===== config.mk =====
export PLATFORM = sky130hd
export DESIGN_NAME = approx_div_seq
export DESIGN_NICKNAME = d
export VERILOG_FILES = /design/src/rtl/div_pkg.sv /design/src/rtl/div_step.sv /design/src/rtl/approx_div_seq.sv
export SDC_FILE = /design/constraint.sdc
export NUM_CORES = 1
export LEC_CHECK = 0
export ABC_AREA = 1
export BUFFER_PORTS_ARGS = -buffer_cell sky130_fd_sc_hd__buf_2
export CAP_MARGIN = 0
export CORE_MARGIN = 5
export CORE_UTILIZATION = 51
export CTS_CLUSTER_SIZE = 14
export DETAILED_ROUTE_END_ITERATION = 10
export GPL_ROUTABILITY_DRIVEN = 0
export PLACE_DENSITY = 0.76
export SETUP_SLACK_MARGIN = 0.02
export SYNTH_ARGS = -nofsm -noshare
export SYNTH_HDL_FRONTEND = slang
export SYNTH_HIERARCHICAL = 1
export SYNTH_SLANG_ARGS = --single-unit

===== constraint.sdc =====
create_clock -name clk -period 1.75 [get_ports clk]
set_clock_uncertainty 0.15 [all_clocks]
set_input_delay 0.175 -clock clk [delete_from_list [all_inputs] [get_ports clk]]
set_output_delay 0.175 -clock clk [all_outputs]
set_load 0.01 [all_outputs]

===== src/rtl/div_pkg.sv =====
// Shared types and sizing constants for the sequential restoring divider.
package div_pkg;

    typedef enum logic [1:0] {
        IDLE = 2'd0,
        RUN  = 2'd1,
        DONE = 2'd2
    } state_t;

    localparam int W_DEF = 8;
    localparam int CNT_W = $clog2(W_DEF);

endpackage


===== src/rtl/div_step.sv =====
// One restoring-division iteration: shift in a dividend bit, trial-subtract.
module div_step #(
    parameter int W = 8
) (
    input  logic [W-1:0] i_prem,
    input  logic         i_bit,
    input  logic [W-1:0] i_divisor,
    output logic [W-1:0] o_prem,
    output logic         o_qbit
);

    logic [W:0] w_t;

    assign w_t    = {i_prem, i_bit};
    assign o_qbit = (w_t >= {1'b0, i_divisor});
    // The difference is below the divisor, so W-bit wraparound arithmetic is exact.
    assign o_prem = o_qbit ? (w_t[W-1:0] - i_divisor) : w_t[W-1:0];

endmodule


===== src/rtl/approx_div_seq.sv =====
// Sequential 2W/W restoring divider, one quotient bit per cycle.
// Define DIV_APPROX_EN to skip the TRUNC quotient LSBs and drop the remainder.
module approx_div_seq
    import div_pkg::*;
#(
    parameter int W     = W_DEF,
    parameter int TRUNC = 2
) (
    input  logic           clk,
    input  logic           rst,
    input  logic           in_valid,
    output logic           in_ready,
    input  logic [2*W-1:0] dividend,
    input  logic [W-1:0]   divisor,
    output logic           out_valid,
    input  logic           out_ready,
    output logic [W-1:0]   quotient,
    output logic [W-1:0]   remainder,
    output logic           div_zero,
    output logic           ovf
);

`ifdef DIV_APPROX_EN
    localparam int TRUNC_EFF = TRUNC;
`else
    localparam int TRUNC_EFF = 0 * TRUNC;
`endif
    localparam int CW = (W > 1) ? $clog2(W) : 1;
    localparam int ITER = W - TRUNC_EFF;
    localparam logic [CW-1:0] CNT_INIT = CW'(ITER - 1);

    state_t        r_state;
    logic [W-1:0]  r_prem;
    logic [W-1:0]  r_lo;
    logic [W-1:0]  r_div;
    logic [W-1:0]  r_quot;
    logic [CW-1:0] r_cnt;
    logic          r_dz;
    logic          r_ovf;

    logic [W-1:0]  w_prem;
    logic          w_qbit;
    logic [W-1:0]  w_qnext;

    div_step #(.W(W)) u_step (
        .i_prem    (r_prem),
        .i_bit     (r_lo[W-1]),
        .i_divisor (r_div),
        .o_prem    (w_prem),
        .o_qbit    (w_qbit)
    );

    assign w_qnext = {r_quot[W-2:0], w_qbit};

    always_ff @(posedge clk) begin
        if (rst) begin
            r_state <= IDLE;
            r_prem  <= '0;
            r_lo    <= '0;
            r_div   <= '0;
            r_quot  <= '0;
            r_cnt   <= '0;
            r_dz    <= 1'b0;
            r_ovf   <= 1'b0;
        end else begin
            unique case (r_state)
                IDLE: begin
                    if (in_valid) begin
                        r_div <= divisor;
                        r_dz  <= 1'b0;
                        r_ovf <= 1'b0;
                        if (divisor == '0) begin
                            r_dz    <= 1'b1;
                            r_quot  <= '1;
                            r_prem  <= dividend[W-1:0];
                            r_state <= DONE;
                        end else if (dividend[2*W-1:W] >= divisor) begin
                            r_ovf   <= 1'b1;
                            r_quot  <= '1;
                            r_prem  <= '0;
                            r_state <= DONE;
                        end else begin
                            r_prem  <= dividend[2*W-1:W];
                            r_lo    <= dividend[W-1:0];
                            r_quot  <= '0;
                            r_cnt   <= CNT_INIT;
                            r_state <= RUN;
                        end
                    end
                end
                RUN: begin
                    r_prem <= w_prem;
                    r_lo   <= {r_lo[W-2:0], 1'b0};
                    if (r_cnt == '0) begin
                        // Realign a shortened quotient so skipped LSBs read as 0.
                        r_quot  <= w_qnext << TRUNC_EFF;
                        r_state <= DONE;
                    end else begin
                        r_quot <= w_qnext;
                        r_cnt  <= r_cnt - 1'b1;
                    end
                end
                DONE: begin
                    if (out_ready) begin
                        r_state <= IDLE;
                    end
                end
                default: r_state <= IDLE;
            endcase
        end
    end

    assign in_ready  = (r_state == IDLE);
    assign out_valid = (r_state == DONE);
    assign quotient  = r_quot;
    assign div_zero  = r_dz;
    assign ovf       = r_ovf;

`ifdef DIV_APPROX_EN
    assign remainder = (r_dz | r_ovf) ? r_prem : '0;
`else
    assign remainder = r_prem;
`endif

endmodule


* Yosys cells after proc, flatten, opt, wreduce, memory -nomap -nowiden *
Cells that the tools add are included.

cells by class
  $add $sub $neg = 2
  magnitude comparators = 2
  equality and inequality tests = 8
  mux-type cells = 27
  reduce and logical (&&, ||, !) cells = 9

operator list
  operator                                                                 count
  8-bit two-way mux                                                        10
  8-bit case mux with 2 select lines                                       3
  3-bit two-way mux                                                        4
  2-bit two-way mux                                                        5
  2-bit inequality test, second input constant                             5
  9-bit by 8-bit greater-or-equal comparator with 1-bit output             1
  8-bit greater-or-equal comparator                                        1
  8-bit zero test                                                          1
  8-bit subtractor                                                         1
  2-bit case mux with 3 select lines                                       1
  3-bit case mux with 2 select lines                                       1
  5-bit AND reduction                                                      1
  2-bit AND reduction                                                      2
  4-bit AND reduction                                                      1
  3-bit zero test                                                          1
  1-bit two-way mux                                                        3
  3-bit AND reduction                                                      1
  3-bit by 1-bit subtractor with 3-bit output, second input constant       1
  2-bit by 1-bit == test with 1-bit output, second input constant          1
  2-bit == test, second input constant                                     1
  2-bit zero test                                                          1
  2-bit by 1-bit inequality test with 1-bit output, second input constant  1
  2-bit nonzero test                                                       1

word-level totals
  register bits = 39
  bits of input ports = 28
  output and inout port bits = 20
  word-level logic and storage cells = 56

* Logic depth before layout (Yosys ltp) *
  depth after elaboration = 5
  gate-level depth with buffers = 15
  gate-level depth less buffers = 15

* Modules after synthesis *
The synthesis kept the hierarchy.

modules (own cells, without submodules)
  module          times used  cells each  area each (um^2)  seq. area each (um^2)
  approx_div_seq  1           297         2215.9            780.7
  div_step        1           109         654.4             0.0

* Worst setup path after synthesis *
OpenSTA, ideal clock, no wires.

  path kind = reg2reg
  from = register r_prem[1], in the netlist remainder[1]
  to = register r_prem[7], in the netlist remainder[7]
  library setup time = 117 ps
  arrival = 1649 ps
  required time = 1483 ps
  path slack = -166 ps
  stages on the path, launching flop included = 13
  path buffers = 0
  period minus slack after synthesis = 1916 ps
  path through = dfxtp_1 -> ha_1 -> or2_4 -> nand3_4 -> nand2_4 -> nand2_8 -> nand2_8 -> nand2_4 -> nand2_2 -> nand2_1 -> o211ai_1 -> nor2_1 -> nor2_1

on the way
  longest elaborated chain between the ends = 3
  elaborated cells between the ends (all ways) = 4
  those cells by class = add/sub (1); order compare (1); mux (2)

RTL lines
  item                                                          RTL line              RTL
  start, declared                                               approx_div_seq.sv:33  logic [W-1:0] r_prem;
  start signal, assigned                                        approx_div_seq.sv:75  r_prem <= dividend[W-1:0];
  start signal, assigned                                        approx_div_seq.sv:83  r_prem <= dividend[2*W-1:W];
  start signal, assigned                                        approx_div_seq.sv:92  r_prem <= w_prem;
  9-bit by 8-bit greater-or-equal comparator with 1-bit output  div_step.sv:15        assign o_qbit = (w_t >= {1'b0, i_divisor});
  named net w_qbit                                              approx_div_seq.sv:42  logic w_qbit;
  8-bit two-way mux                                             div_step.sv:17        assign o_prem = o_qbit ? (w_t[W-1:0] - i_divisor) : w_t[W-1:0];
  named net w_prem[7]                                           approx_div_seq.sv:41  logic [W-1:0] w_prem;
  8-bit case mux with 2 select lines                            approx_div_seq.sv:66  unique case (r_state)

The timed path passes the listed nets, and every way through them passes these cells.
A chain may end at the register's enable or synchronous reset.

* Worst setup path after layout *
  from = register r_div[6]
  to = register r_prem[2], in the netlist remainder[2]

on the way
  longest elaborated chain between the ends = 3

RTL lines
  item                                                          RTL line              RTL
  start, declared                                               approx_div_seq.sv:35  logic [W-1:0] r_div;
  start signal, assigned                                        approx_div_seq.sv:69  r_div <= divisor;
  9-bit by 8-bit greater-or-equal comparator with 1-bit output  div_step.sv:15
  named net w_qbit                                              approx_div_seq.sv:42
  8-bit two-way mux                                             div_step.sv:17
  named net w_prem[2]                                           approx_div_seq.sv:41
  8-bit case mux with 2 select lines                            approx_div_seq.sv:66

The timed path passes the listed nets, and every way through them passes these cells.

==> run metrics <==
final worst setup slack -0.2499 ns; endpoint of the lowest-slack register-to-register path remainder[2]$_SDFFE_PP0P_; first-iteration detailed-routing DRC count 224; max-capacitance violation count 0; worst hold path cell count 4; largest net degree at the start of global routing 41; count of clock tree sinks 39; data required time at the worst endpoint 1.82 ns; IR drop worst, VDD 0.0005019 V; worst max-slew margin expressed relative to the limit 0.8103; layout cells sized above 1 0.4156; count of unique library cells instantiated by Yosys 38; CTS tree done; number of antenna violations at the first check in global routing 0; deepest clock path buffer count 2; violations in the final reports setup timing; worst min path class in2reg; number of max-slew violations in the final report 0; Clock Pin Slew Worst Setup and Hold Paths 0.08 ns; result of the run finished with violations; horizontal die dimension 85.02 µm; number of nets with antenna violations after detailed routing 0; HPWL after detailed placement 5549 µm; TNS Setup -1.835 ns; Port Buf Inserts 47; worst reg2reg setup slack -0.25 ns; unrepaired setup endpoints after global routing true; area grow syn2layout 32.21%; Least-Margin Pin Slew 0.2846 ns; die height 85.02 µm; Worst setup EP type flip-flop; Mapped Cells 406; post-synth top area share 0.2720; Root Buffer Master sky130_fd_sc_hd__clkbuf_8; fmax 500.0 MHz; library cell occupying the most area in the post-synthesis netlist sky130_fd_sc_hd__dfxtp_1; crit start category flip-flop; r2r startpoint r_div[6]$_SDFFE_PP0P_; post-layout min period 2.000 ns; area of the mapped netlist 2870 µm²; FF+latch count, synth 39; total design power 4.421 mW; crit share post-route 1.143; total congestion overflow 0; final-report hold violation count 0; core area 5473 µm²; source-to-sink clock delay at the later pin of the worst-skew pair 0.29 ns; Arr. time, crit path 2.07 ns; via count 2953; number of fill cells in the layout 477; wire length of the first global-routing pass 12390 µm; average instance area after synthesis 7.070 µm²; FF-to-FF path depth 14; Detailed Route WL 7605 µm; Starting Density 0.5245; sequential-to-total area share from yosys stat 0.2720; power density normalized to cell area 1165 nW/µm²; H-Tree Level Count 2; I/O pin total 48; highest net fanout along the worst path 6; main area contributors after synthesis sky130_fd_sc_hd__dfxtp_1 (27%), sky130_fd_sc_hd__nand2_1 (11%), sky130_fd_sc_hd__ha_1 (7.8%); net count after synthesis 453; row count 27; TritonRoute pass-1 iters 5; Worst Hold Launch out_ready; Lkg Pwr 1.902 nW; antenna cells 0; destination of the worst hold path r_state[1]$_SDFFE_PP0P_; all-layer global routing usage 0.2076; vias in the first global route 2680; Setup Crit Path Kind reg2reg; net total in the final layout 532; post-detailed-route via-to-cell ratio 5.292; DRC violation count after routing 0; Total Die Area 7228 µm²; number of buffers created by CTS 5; total of warnings raised by yosys 6; routed wirelength normalized by instance count 13.63 µm; Final Setup Violations 9
[power by group]
group	switching, mW	internal (mW)
logic	1.45	1.12
clock network	0.326	0.367
registers	0.116	1.05
total	1.89	2.53
[metal layers]
metal,GRT usage,routed length (µm)
met5,0,0
met4,0.05324,142
met3,0.03786,449
met2,0.3573,3709
met1,0.2665,3304
[cells in the final DEF, fill, tap and decap left out, drive strengths merged]
cell type	instances
o22ai	8
clkbuf	6
a21oi	24
a21o	1
fa	1
inv	55
dlygate4sd3	3
clkinv	3
nor2	60
dfxtp	39
o211ai	8
nand4	12
xnor2	2
xor2	1
o21ai	19
nand3	31
ha	18
buf	83
or2	1
nand2	109
nor3	2
[how the worst max path moves through the flow]
stage,start,to,slack (ns),depth (start not counted)
global route,r_div[3]$_SDFFE_PP0P_,remainder[6]$_SDFFE_PP0P_,-0.33,15
CTS,remainder[1]$_SDFFE_PP0P_,remainder[2]$_SDFFE_PP0P_,-0.18,12
detailed placement,r_div[2]$_SDFFE_PP0P_,remainder[2]$_SDFFE_PP0P_,-0.21,13
finish,r_div[6]$_SDFFE_PP0P_,remainder[2]$_SDFFE_PP0P_,-0.25,14
global placement,remainder[1]$_SDFFE_PP0P_,remainder[2]$_SDFFE_PP0P_,-0.16,12
floorplan,r_div[6]$_SDFFE_PP0P_,remainder[1]$_SDFFE_PP0P_,-0.04,14
[cell families after synthesis]
family          count (synthesis)  synth area share
compound gates                 60            0.1242
simple gates                  213            0.3836
xor+xnor                        3          0.009156
fa+ha+maj                      19           0.08544
buf+inv                        72            0.1255
flops                          39            0.2720
[synthesized netlist by cell type (all sizes together)]
library cell	instances
nand3	31
inv	54
nor3	2
clkbuf	2
fa	1
nand2	107
o22ai	8
buf	14
ha	18
o211ai	8
or2	1
xor2	1
a21o	1
nor2	60
clkinv	2
a21oi	24
dfxtp	39
o21ai	19
xnor2	2
nand4	12
[registers in the layout, indices dropped and copies added (netlist names)]
name       count
quotient       8
r_div          8
r_lo           8
remainder      8
r_cnt          3
r_state        2
div_zero       1
ovf            1
[timing repair]
item / 4_1_cts / 5_1_grt
setup endpoints to repair: 9 / 12
pin swaps: 4 / 31
gates resized for setup: 17 / 29
hold buffers: 3 / 0
endpoints found under the hold margin: 4 / 0
gates cloned: 2 / 0
buffers inserted: 6 / 2
[worst max-delay path, cell delays in order, from the launching register on]
cell and delay (ns):
sky130_fd_sc_hd__dfxtp_2 0.34, sky130_fd_sc_hd__inv_2 0.04, sky130_fd_sc_hd__ha_4 0.28, sky130_fd_sc_hd__inv_4 0.04, sky130_fd_sc_hd__nor2_4 0.11, sky130_fd_sc_hd__nand2_4 0.08, sky130_fd_sc_hd__nor2_4 0.20, sky130_fd_sc_hd__nand2_8 0.12
sky130_fd_sc_hd__nand2_8 0.11, sky130_fd_sc_hd__nand2_4 0.05, sky130_fd_sc_hd__nand2_2 0.07, sky130_fd_sc_hd__nand2_1 0.05, sky130_fd_sc_hd__o211ai_1 0.11, sky130_fd_sc_hd__nor2_1 0.08, sky130_fd_sc_hd__nor2_1 0.09
[through the flow]
step | cell area (µm²) | hold WS (ns) | std cells | setup WS (ns) | util
3_5_place_dp | 3418 | 0.2538 | 538 | -0.2123 | 0.6246
3_3_place_gp | 3418 | 0.2405 | 538 | -0.1632 | 0.6246
6_report | 3795 | 0.02616 | 558 | -0.2499 | 0.6934
5_1_grt | 3795 | 0.03504 | 558 | -0.3332 | 0.6934
4_1_cts | 3680 | 0.01807 | 557 | -0.1794 | 0.6724
2_1_floorplan | 3000 | 0.09407 | 406 | -0.03764 | -
[final cells by class]
class | instances | area [µm²] | area share
clock buffers | 6 | 93.84 | 0.02473
multi-input cells | 297 | 1982 | 0.5223
flip-flops and latches | 39 | 810.8 | 0.2136
well taps | 72 | 90.09 | 0.02374
clock inverters | 2 | 13.76 | 0.003627
repair buffers | 86 | 588.1 | 0.1550
inverters | 56 | 216.5 | 0.05704
(Power assumes the default switching activity.)
